## src/rtl/column_hamm_decode_pkg.sv

```systemverilog
// Shared definitions for the column Hamming code: widths, syndrome constants,
// decoded-word record and the parity function used by both encoder and decoder.
package column_hamm_decode_pkg;

    localparam int WORD_W = 10;
    localparam int ADDR_W = 6;
    localparam int SYN_W  = 4;

    // Syndrome produced by a single flipped bit at each position.
    localparam logic [SYN_W-1:0] SYN_CLEAN = 4'b0000;
    localparam logic [SYN_W-1:0] SYN_D0    = 4'b0011;
    localparam logic [SYN_W-1:0] SYN_D1    = 4'b0101;
    localparam logic [SYN_W-1:0] SYN_D2    = 4'b0110;
    localparam logic [SYN_W-1:0] SYN_D3    = 4'b0111;
    localparam logic [SYN_W-1:0] SYN_D4    = 4'b1001;
    localparam logic [SYN_W-1:0] SYN_D5    = 4'b1010;
    localparam logic [SYN_W-1:0] SYN_P0    = 4'b0001;
    localparam logic [SYN_W-1:0] SYN_P1    = 4'b0010;
    localparam logic [SYN_W-1:0] SYN_P2    = 4'b0100;
    localparam logic [SYN_W-1:0] SYN_P3    = 4'b1000;

    typedef struct packed {
        logic [ADDR_W-1:0] addr;
        logic              corr;
        logic              uncorr;
        logic              oor;
    } col_out_t;

    function automatic logic [SYN_W-1:0] col_parity(input logic [ADDR_W-1:0] d);
        return {d[4] ^ d[5],
                d[1] ^ d[2] ^ d[3],
                d[0] ^ d[2] ^ d[3] ^ d[5],
                d[0] ^ d[1] ^ d[3] ^ d[4]};
    endfunction

endpackage

```

## src/rtl/column_hamm_syndrome.sv

```systemverilog
// Combinational syndrome logic: the first half computes S for an incoming word,
// the second half maps a (registered) syndrome to a data-correction mask and flags.
module column_hamm_syndrome
    import column_hamm_decode_pkg::*;
(
    input  logic [WORD_W-1:0] word_i,
    output logic [SYN_W-1:0]  syn_o,
    input  logic [SYN_W-1:0]  dec_syn_i,
    output logic [ADDR_W-1:0] mask_o,
    output logic              corr_o,
    output logic              uncorr_o
);

    assign syn_o = col_parity(word_i[ADDR_W-1:0]) ^ word_i[WORD_W-1:ADDR_W];

    always_comb begin
        // NOTE: every output gets a default before the case so no branch can infer a latch.
        mask_o   = '0;
        corr_o   = 1'b0;
        uncorr_o = 1'b0;
        case (dec_syn_i)
            SYN_CLEAN: ;
            SYN_D0: begin mask_o = 6'b000001; corr_o = 1'b1; end
            SYN_D1: begin mask_o = 6'b000010; corr_o = 1'b1; end
            SYN_D2: begin mask_o = 6'b000100; corr_o = 1'b1; end
            SYN_D3: begin mask_o = 6'b001000; corr_o = 1'b1; end
            SYN_D4: begin mask_o = 6'b010000; corr_o = 1'b1; end
            SYN_D5: begin mask_o = 6'b100000; corr_o = 1'b1; end
            SYN_P0, SYN_P1, SYN_P2, SYN_P3: corr_o = 1'b1;
            default: uncorr_o = 1'b1;
        endcase
    end

endmodule

```

## src/rtl/column_hamm_decode.sv

```systemverilog
// Two-stage elastic Hamming decoder for 10-bit column words, with saturating
// corrected/uncorrectable statistics counted on delivered words.
module column_hamm_decode
    import column_hamm_decode_pkg::*;
#(
    parameter int unsigned MAX_COL = 39,
    parameter int unsigned CNT_W   = 16
) (
    input  logic              Clk,
    input  logic              Reset,
    input  logic [WORD_W-1:0] InWord,
    input  logic              InValid,
    output logic              InReady,
    output logic [ADDR_W-1:0] OutAddr,
    output logic              OutCorr,
    output logic              OutUncorr,
    output logic              OutRange,
    output logic              OutValid,
    input  logic              OutReady,
    input  logic              CntClear,
    output logic [CNT_W-1:0]  CorrCnt,
    output logic [CNT_W-1:0]  UncorrCnt
);

    logic              s1_valid_q;
    logic [ADDR_W-1:0] s1_data_q;
    logic [SYN_W-1:0]  s1_syn_q;
    logic [SYN_W-1:0]  in_syn;
    logic              out_valid_q;
    col_out_t          out_q;
    col_out_t          dec_d;
    logic [ADDR_W-1:0] mask;
    logic              dec_corr;
    logic              dec_uncorr;
    logic              s1_adv;
    logic              s2_adv;
    logic              out_hs;
    logic [CNT_W-1:0]  corr_cnt_q, corr_cnt_d;
    logic [CNT_W-1:0]  uncorr_cnt_q, uncorr_cnt_d;

    column_hamm_syndrome u_syndrome (
        .word_i    (InWord),
        .syn_o     (in_syn),
        .dec_syn_i (s1_syn_q),
        .mask_o    (mask),
        .corr_o    (dec_corr),
        .uncorr_o  (dec_uncorr)
    );

    // Ready depends only on pipeline state, never on InValid.
    assign s2_adv  = !out_valid_q || OutReady;
    assign s1_adv  = !s1_valid_q || s2_adv;
    assign InReady = s1_adv;
    assign out_hs  = out_valid_q && OutReady;

    always_comb begin
        dec_d.addr   = s1_data_q ^ mask;
        dec_d.corr   = dec_corr;
        dec_d.uncorr = dec_uncorr;
        dec_d.oor    = 32'(dec_d.addr) > MAX_COL;
    end

    always_comb begin
        corr_cnt_d   = corr_cnt_q;
        uncorr_cnt_d = uncorr_cnt_q;
        if (CntClear) begin
            corr_cnt_d   = '0;
            uncorr_cnt_d = '0;
        end else if (out_hs) begin
            if (out_q.corr && corr_cnt_q != '1)
                corr_cnt_d = corr_cnt_q + CNT_W'(1);
            if (out_q.uncorr && uncorr_cnt_q != '1)
                uncorr_cnt_d = uncorr_cnt_q + CNT_W'(1);
        end
    end

    // NOTE: state is updated with non-blocking assignments so every flop samples pre-edge values.
    always_ff @(posedge Clk) begin
        if (Reset) begin
            // NOTE: datapath registers are reset as well so OutAddr and flags read 0 after reset.
            s1_valid_q   <= 1'b0;
            s1_data_q    <= '0;
            s1_syn_q     <= '0;
            out_valid_q  <= 1'b0;
            out_q        <= '0;
            corr_cnt_q   <= '0;
            uncorr_cnt_q <= '0;
        end else begin
            if (s1_adv) begin
                s1_valid_q <= InValid;
                if (InValid) begin
                    s1_data_q <= InWord[ADDR_W-1:0];
                    s1_syn_q  <= in_syn;
                end
            end
            if (s2_adv) begin
                out_valid_q <= s1_valid_q;
                if (s1_valid_q)
                    out_q <= dec_d;
            end
            corr_cnt_q   <= corr_cnt_d;
            uncorr_cnt_q <= uncorr_cnt_d;
        end
    end

    assign OutValid  = out_valid_q;
    assign OutAddr   = out_q.addr;
    assign OutCorr   = out_q.corr;
    assign OutUncorr = out_q.uncorr;
    assign OutRange  = out_q.oor;
    assign CorrCnt   = corr_cnt_q;
    assign UncorrCnt = uncorr_cnt_q;

endmodule

```

## config.mk

```make
export PLATFORM = sky130hd
export DESIGN_NAME = column_hamm_decode
export DESIGN_NICKNAME = d
export VERILOG_FILES = /design/src/rtl/column_hamm_decode_pkg.sv /design/src/rtl/column_hamm_syndrome.sv /design/src/rtl/column_hamm_decode.sv
export SDC_FILE = /design/constraint.sdc
export NUM_CORES = 1
export LEC_CHECK = 0
export CAP_MARGIN = 10
export CORE_UTILIZATION = 45
export CTS_BUF_LIST = sky130_fd_sc_hd__clkbuf_8 sky130_fd_sc_hd__clkbuf_16
export DETAILED_ROUTE_END_ITERATION = 6
export PLACE_DENSITY = 0.83
export SKIP_LAST_GASP = 1
export SLEW_MARGIN = 5
export SYNTH_ARGS = -nofsm -noshare
export SYNTH_HDL_FRONTEND = slang
export SYNTH_SLANG_ARGS = --single-unit
```

## constraint.sdc

```tcl
create_clock -name Clk -period 2.25 [get_ports Clk]
set_clock_uncertainty 0.2 [all_clocks]
set_input_delay 0.45 -clock Clk [delete_from_list [all_inputs] [get_ports Clk]]
set_output_delay 0.45 -clock Clk [all_outputs]
set_load 0.02 [all_outputs]
```

==> results of run 1 <==
## synth_stat cells, types with 6 or more instances
cell type and instances:
a21oi_1 29, clkbuf_1 17, o21ai_0 10, a2111o_1 6, mux2i_1 12, nor3_1 7
nand3_1 20, dfxtp_1 53, or3_1 10, nor2_1 19, nand2_1 37, a211oi_1 8
xnor2_1 11
## final timing paths
kind	from	endpoint	slack, ns
max	UncorrCnt[4]	UncorrCnt[4]	0.15
min	OutRange	OutRange	0.27
max reg2reg	CorrCnt[0]	CorrCnt[13]	0.25
min reg2reg	OutRange	OutRange	0.27
## layer usage
metal	wire length, µm	part of all wire [%]
met5	0	0
met4	89	1.3
met1	3000	45
met3	350	5.3
met2	3210	48
## registers in the layout (all words and copies together), names as in the netlist
| name | flops |
|---|---|
| CorrCnt | 16 |
| UncorrCnt | 16 |
| OutAddr | 6 |
| s1_data_q | 6 |
| s1_syn_q | 4 |
| OutCorr | 1 |
| OutRange | 1 |
| OutUncorr | 1 |
| OutValid | 1 |
| s1_valid_q | 1 |
## report_power, final
group	switching [mW]	internal, mW	total (mW)
Combinational	0.0983	0.103	0.201
Clock	0.307	0.241	0.547
Sequential	0.0270	0.960	0.987
Total	0.432	1.30	1.74
## what timing repair did
| item | in CTS | in global routing |
|---|---|---|
| endpoints found under the setup margin | 1 | 7 |
| pin swaps | 0 | 0 |
| gates resized for setup | 2 | 3 |
| endpoints found under the hold margin | 0 | 0 |
## final cells by class
type / count / share of cell area [%]
flip-flops and latches: 53 / 29.9
well taps: 72 / 2.54
clock buffers: 6 / 2.33
repair buffers: 77 / 20.4
clock inverters: 1 / 0.106
inverters: 5 / 0.529
multi-input cells: 244 / 44.2
## per-stage QoR
stage	worst slack (ns)	area (µm²)	TNS, ns
2_1_floorplan	0.233	2720	0
4_1_cts	0.0235	3540	0
5_1_grt	0.110	3550	0
3_3_place_gp	-0.276	3450	-3.22
3_5_place_dp	-0.278	3450	-3.78
6_report	0.150	3550	0
## cells by family (layout without fill, tap and decap cells)
| family | after synthesis | count (layout) | synth area share [%] |
|---|---|---|---|
| buf+inv | 25 | 89 | 3.58 |
| fa+ha+maj | 2 | 2 | 0.919 |
| flops | 53 | 53 | 39.0 |
| compound gates | 77 | 77 | 19.1 |
| xor+xnor | 17 | 17 | 5.97 |
| mux | 12 | 12 | 4.41 |
| simple gates | 136 | 136 | 27.0 |
==> flow_summary.ini, run 1 <==
[yosys]
syn_nets = 339
yosys.area.top_type = dfxtp_1
syn_inst = 322
synthArstFlopShare_pct = 0
synth-seq-cells = 53
ys_types = 46
ys_warn_count = 0
syn_area_per_cell_um2 = 8.46
yosysTopAreaCellShare_pct = 39.0
synth_flop_cell = dfxtp_1
synth_edf_count = 0
ys_top_cells_by_area = dfxtp_1 39%, a21oi_1 5.3%, nand2_1 5.1%
synth_area_um2 = 2720
ys_seq_area_share_pct = 39.0

[power_and_ir_drop]
ir_worst_vdd_v = 0.000389
p_leak_nw = 1.23
cellPowerDensity_nw_per_um2 = 489
totalPowerFinal_mw = 1.74

[sta]
fin_crit_ns = 2.10
setup_violations = 0
post-route-period-util_pct = 93.3
rsz0062_at_grt = no
timing.fmax_ghz = 0.476
hold_violations = 0
drv_slew = 0
relSlewSlack_pct = 73.4
worst_pin_slew_ns = 0.398
worst_hold_slack_ns = 0.271

[min_path]
hold_depth = 2
min-delay-path-class = flip-flop to flip-flop

[cells_and_area]
multiInputGateArea_um2 = 1570
drive_gt1_share_pct = 8.29
diodes = 0
layout_commonest_cell = clkdlybuf4s50_1
final_util_pct = 62.5
nets = 403
seqCellArea_um2 = 1060
stdcell_count = 458
syn_to_final_growth_pct = 30.3
layout_common_cells = 55 x clkdlybuf4s50_1, 53 x dfxtp_1, 37 x nand2_1
fillers = 516

[drt]
first_pass_iters = 4
vias_per_cell = 5.76
vias = 2639
initialDrtViolationCount = 128
wire_per_inst_um = 14.5
ant_nets = 0
wl_um = 6650
drcViolationCount = 0

[clock_tree]
clk_path_buf_depth = 2
clk_pin_slew_ns = 0.09
clock_latency_ns = 0.31
numCtsBuffers = 5
cts_setup_buffers = 0
h-tree-depth = 2
clock_sinks = 53
cts_tree = yes
cts-hold-fix-buffers = 0
cts_root_buffer = clkbuf_8

[global_route]
grt_pass1_wl_um = 10700
antenna_found_initial = 0
grt_use_met3_pct = 3.89
grt_overflow_total = 0
grt_max_degree = 29
grt_usage_pct = 21.4
grt_pass1_vias = 2448
use_met2_pct = 36.3
use_met1_pct = 26.6
top_usage_layer = met2

[worst_setup_path]
crit_arrival_ns = 1.45
slowest_delay_ns = 0.66
crit_buf_inv = 1
crit_path_start_kind = flip-flop
path_depth = 1
worstSetupPathType = flip-flop to output port
cp.required_ns = 1.60
slowest_stage = clkdlybuf4s50_1
critPathMaxFanout = 8
path_cells = clkdlybuf4s50_1
rr_worst_depth = 5
crit_path_end_kind = output port
critPathTopFamily = buffers and inverters

[job]
drv_cap = 0

[placed_design]
hpwl_um = 4730
gp_congestion = 0.836
portBuffers = 57
post-place-cells = 451

[floorplanning]
fp.dieArea_um2 = 6370
core_um2 = 5680
initial_core_util_pct = 48.0
ios = 58
die_x_um = 79.8
num_rows = 27
die_h_um = 79.8

[run_status]
status = finished clean
Power figures use the tool's default switching activity.
==> run 2: changes to the inputs <==
--- a/config.mk
+++ b/config.mk
@@ -7,7 +7,7 @@
 export LEC_CHECK = 0
 export CAP_MARGIN = 10
 export CORE_UTILIZATION = 45
-export CTS_BUF_LIST = sky130_fd_sc_hd__clkbuf_8 sky130_fd_sc_hd__clkbuf_16
+export CTS_BUF_LIST = sky130_fd_sc_hd__clkbuf_16
 export DETAILED_ROUTE_END_ITERATION = 6
 export PLACE_DENSITY = 0.83
 export SKIP_LAST_GASP = 1
==> run 2 against run 1 <==
Count of clock-buffer cells in the layout shrank 1; setup slack gained 0.029 ns; sequential share of layout area shrank 0.39 points; clock power grew 32%; final cell count is the same; non-clock buffer count is the same; sequential power is essentially flat; utilization grew 0.82 points; critical path type unchanged; critical endpoint unchanged; largest cell class unchanged.
==> flow_summary.ini, run 2 (same netlist as run 1, synthesis figures left out) <==
[run_status]
status = finished clean

[sta]
relSlewSlack_pct = 72.3
worst_hold_slack_ns = 0.267
rsz0062_at_grt = no
worst_slack_ns = 0.179
setup_violations = 0
hold_violations = 0
timing.fmax_ghz = 0.483
worst_pin_slew_ns = 0.416
post-route-period-util_pct = 92.0
drv_slew = 0
fin_crit_ns = 2.07

[floorplanning]
fp.dieArea_um2 = 6370
die_x_um = 79.8
die_h_um = 79.8
ios = 58
num_rows = 27
initial_core_util_pct = 48.0
core_um2 = 5680

[worst_setup_path]
crit_path_end_kind = output port
regToRegEndpoint = CorrCnt[13]
path_cells = clkdlybuf4s50_1
crit_start = UncorrCnt[4]
critPathMaxFanout = 8
slowest_stage = clkdlybuf4s50_1
crit_buf_inv = 1
worstSetupPathType = flip-flop to output port
cp.required_ns = 1.60
critPathTopFamily = buffers and inverters
rr_worst_depth = 5
rr_startpoint = CorrCnt[0]
slowest_delay_ns = 0.66
crit_path_start_kind = flip-flop
r2r_slack_ns = 0.25
crit_arrival_ns = 1.42

[cells_and_area]
diodes = 0
final_cell_area_um2 = 3590
syn_to_final_growth_pct = 32.0
layout_commonest_cell = clkdlybuf4s50_1
fillers = 506
nets = 403
layout_common_cells = 55 x clkdlybuf4s50_1, 53 x dfxtp_1, 37 x nand2_1
drive_gt1_share_pct = 8.03

[global_route]
grt_pass1_vias = 2458
grt_max_degree = 29
grt_usage_pct = 21.7
antenna_found_initial = 0
grt_pass1_wl_um = 10800
grt_overflow_total = 0

[clock_tree]
h-tree-depth = 2
clk_path_buf_depth = 2
clk_pin_slew_ns = 0.07
clock_sinks = 53
cts_setup_buffers = 0
clock_latency_ns = 0.29
cts_root_buffer = clkbuf_16
numCtsBuffers = 5
cts_tree = yes

[min_path]
min-delay-path-class = flip-flop to flip-flop
min_from = OutRange
hold_end = OutRange
hold_depth = 2

[power_and_ir_drop]
power_frac_seq_pct = 51.8
p_leak_nw = 1.25
totalPowerFinal_mw = 1.91
switching_share_pct = 23.4
ir_worst_vdd_v = 0.000373
p_sw_uw = 446
internal_power_mw = 1.46
p_comb_share_pct = 10.5
clkPwrFrac_pct = 37.7
cellPowerDensity_nw_per_um2 = 531

[placed_design]
dpl_cell_area_um2 = 3450
gp_congestion = 0.836
hpwl_um = 4730
place_ws_ns = -0.278
portBuffers = 57

[drt]
vias_per_cell = 5.77
ant_nets = 0
vias = 2641
wire_per_inst_um = 14.6
drcViolationCount = 0
initialDrtViolationCount = 150
first_pass_iters = 4
wl_um = 6690

[job]
drv_cap = 0
run 2: power groups by stage:
stage	Sequential, mW	Clock, mW	Combinational [mW]
after global routing	0.991	0.766	0.218
after detailed placement	1.01	0	0.201
final	0.988	0.720	0.201
after global placement	1.01	0	0.196
after CTS	0.987	0.729	0.202
after floorplan	1.01	0	0.113
run 2: worst max path at each step:
| stage | end | slack, ns | cells past startpoint |
|---|---|---|---|
| 6_report | UncorrCnt[4] | 0.18 | 1 |
| 5_1_grt | UncorrCnt[10] | 0.09 | 6 |
| 4_1_cts | CorrCnt[12] | 0.02 | 5 |
| 3_5_place_dp | UncorrCnt[13] | -0.28 | 5 |
| 3_3_place_gp | InReady | -0.28 | 3 |
| 2_1_floorplan | CorrCnt[13] | 0.23 | 6 |
run 2: area by class of cell:
| type | instances | area, µm² | share of cell area [%] |
|---|---|---|---|
| clock buffer | 5 | 125 | 3.48 |
| clock inverter | 2 | 7.51 | 0.209 |
| inverter | 5 | 18.8 | 0.522 |
| multi-input combinational | 244 | 1570 | 43.6 |
| sequential | 53 | 1060 | 29.5 |
| tap | 72 | 90.1 | 2.51 |
| timing repair buffer | 77 | 723 | 20.1 |
run 2: repair_timing:
item,4_1_cts,5_1_grt
hold buffers,0,0
endpoints found under the setup margin,1,10
resized for setup,2,3
run 2: per-stage QoR:
| stage | setup TNS (ns) | std cells | utilization [%] |
|---|---|---|---|
| after floorplan | 0 | 322 | - |
| after global placement | -3.22 | 451 | 60.9 |
| after detailed placement | -3.78 | 451 | 60.9 |
| after CTS | 0 | 458 | 63.2 |
| after global routing | 0 | 458 | 63.3 |
| final | 0 | 458 | 63.3 |
run 2: routing by layer:
| metal | global-route usage [%] | part of all wire (%) | up-vias |
|---|---|---|---|
| met3 | 4.23 | 4.6 | 10 |
| li1 | - | - | 1322 |
| met4 | 8.57 | 1.4 | 0 |
| met1 | 26.8 | 45 | 1234 |
| met2 | 36.8 | 49 | 75 |
| met5 | 0 | 0 | - |
==> variant, RTL diff (config.mk and constraints of run 2) <==
The parameter `CNT_W` goes from 16 to 18.
--- a/src/rtl/column_hamm_decode.sv
+++ b/src/rtl/column_hamm_decode.sv
@@ -4,7 +4,7 @@
     import column_hamm_decode_pkg::*;
 #(
     parameter int unsigned MAX_COL = 39,
-    parameter int unsigned CNT_W   = 16
+    parameter int unsigned CNT_W   = 18
 ) (
     input  logic              Clk,
     input  logic              Reset,
Ports: changed (resized CorrCnt and UncorrCnt); port bits go from 58 to 62. No check against the original RTL was run, so the function may have changed too.
==> variant against run 2 <==
- total power rose by 38%
- via count down 2.0%
- setup slack worse by 0.056 ns
- sequential cell count is 4 higher
- register-to-register slack got worse by 0.13 ns
- design area up 6.3%
- wire length is essentially flat
- area after synthesis increased by 3.0%
- fmax decreased by 2.7%
- critical path type is now register to register
- largest power group is now clock
==> variant: results (changes against run 2) <==
## Detailed routing
- **count of vias placed by the detailed router** 2587, -2.0%
- **Detail Route met2 WL** 3400 microns, +2.8%
- **DR iter-0 viols** 94, -37%
- **WL met3** 348 microns, +13%
- **routed len/inst** 14.3 microns, -2.3%
- **Met1 Routed Length** 2810 microns, -6.0%

## Global routing
- **pin count of the biggest net entering global routing** 37, +28%
- **vias in the first global route** 2409, -2.0%
- **GR Util met3** 0.0596, +0.0173
- **met1 usage** 0.264, -0.00447
- **met2 demand-to-capacity share in global routing** 0.373, +0.00559
- **first-pass GRT wire length** 11300 microns, +4.1%
- **GRT Util Overall** 0.227, +0.0105
- **most used routing layer in global routing** met2

## Setup path
- **critical path capture point** UncorrCnt[1]
- **origin of the critical flop-to-flop path** UncorrCnt[0]
- **start-to-end type of the worst setup path** register to register
- **cell count of the worst reg-to-reg path** 6, +1
- **R2R Setup Slk** 0.12 ns, -0.13 ns
- **CP arrival** 2.11 ns, +0.69 ns
- **crit path max fanout** 10, +2

## Placed design
- **post-detailed-placement half-perimeter wirelength** 4550 microns, -3.8%
- **area after detailed placement** 3520 sq um, +1.9%
- **Placer Congestion** 0.868, +3.9%
- **Placed Cells incl. Taps** 454, +0.67%
- **worst setup slack before clock tree synthesis** -0.145 ns, +0.133 ns
- **I/O Buffers** 61, +7.0%

## Min path
- **WHS Endpoint** s1_data_q[2]
- **hold_sp** s1_data_q[2]

## Cells and area
- **fraction of layout cells with a size suffix above 1** 0.0812, +0.000907
- **post-route standard cell area excluding fillers** 3820 sq um, +6.3%
- **layout net count** 407, +0.99%
- **antenna cell count** 0, unchanged

## Yosys
- **adder and majority gate portion of the synthesized area** 0.00892, -0.000271
- **post-synthesis share of cell area spent on xor and xnor gates** 0.149, +0.0888
- **Synth Area in Compound Gates** 0.107, -0.0837
- **sequential cell area fraction in the yosys report** 0.407, +0.0171
- **Avg Inst Size Synth** 8.71 sq um, +3.0%
- **top area cells in the synthesized netlist** dfxtp_1 (41%), xnor2_1 (8.7%), nor2_1 (7.0%)
- **number of library cell types mapped by synthesis** 39, -15%
- **mux cell area share after synthesis** 0.0143, -0.0298
- **flip-flop cell with the highest count after synthesis** dfxtp_1
- **Commonest cells post-synth** dfxtp_1 (57), nor2_1 (52), xnor2_1 (28)

## Run status
- **outcome** finished clean

## Timing
- **Tightest Pin Transition** 0.668 ns, +0.252 ns
- **Worst Hold Slack** 0.270 ns, +0.00318 ns
- **clock period minus final worst setup slack** 2.13 ns, +0.0564 ns

## Pwr
- **standby leakage power** 1.34 nW, +7.1%
- **P_sw** 559 uW, +25%
- **peak ir drop on the vdd network** 0.404 mV, +8.3%

## Clocking
- **library cell used as clock root buffer** clkbuf_16
- **level count of the clock H-tree** 3, +1
- **CTS buffer count** 9, +4

==> variant: power groups by stage <==
stage | clock, mW | sequential, mW | combinational [mW]
global route | 1.46 | 1.07 | 0.211
detailed placement | 0 | 1.09 | 0.192
CTS | 1.40 | 1.07 | 0.193
finish | 1.39 | 1.07 | 0.191
global placement | 0 | 1.08 | 0.188
floorplan | 0 | 1.09 | 0.107
==> variant: what timing repair did <==
action | 4_1_cts | 5_1_grt
hold buffers | 0 | 0
setup endpoints to repair | 1 | 4
pin swaps | 0 | 0
resized for setup | 1 | 2
==> variant: area by class of cell <==
class,instances,area (sq um)
Clock inverter,6,76.3
Tap cell,75,93.8
Inverter,3,11.3
Clock buffer,9,225
Fill cell,493,2130
Multi-Input combinational cell,248,1580
Sequential cell,57,1140
Timing Repair Buffer,71,697
==> variant: worst max-delay path, stage by stage, from the launching register on <==
cell	delay [ns]
dfxtp_1	0.41
ha_1	0.24
and4_1	0.28
nand3_2	0.23
o21ai_1	0.34
mux2i_1	0.23
nor2_1	0.05
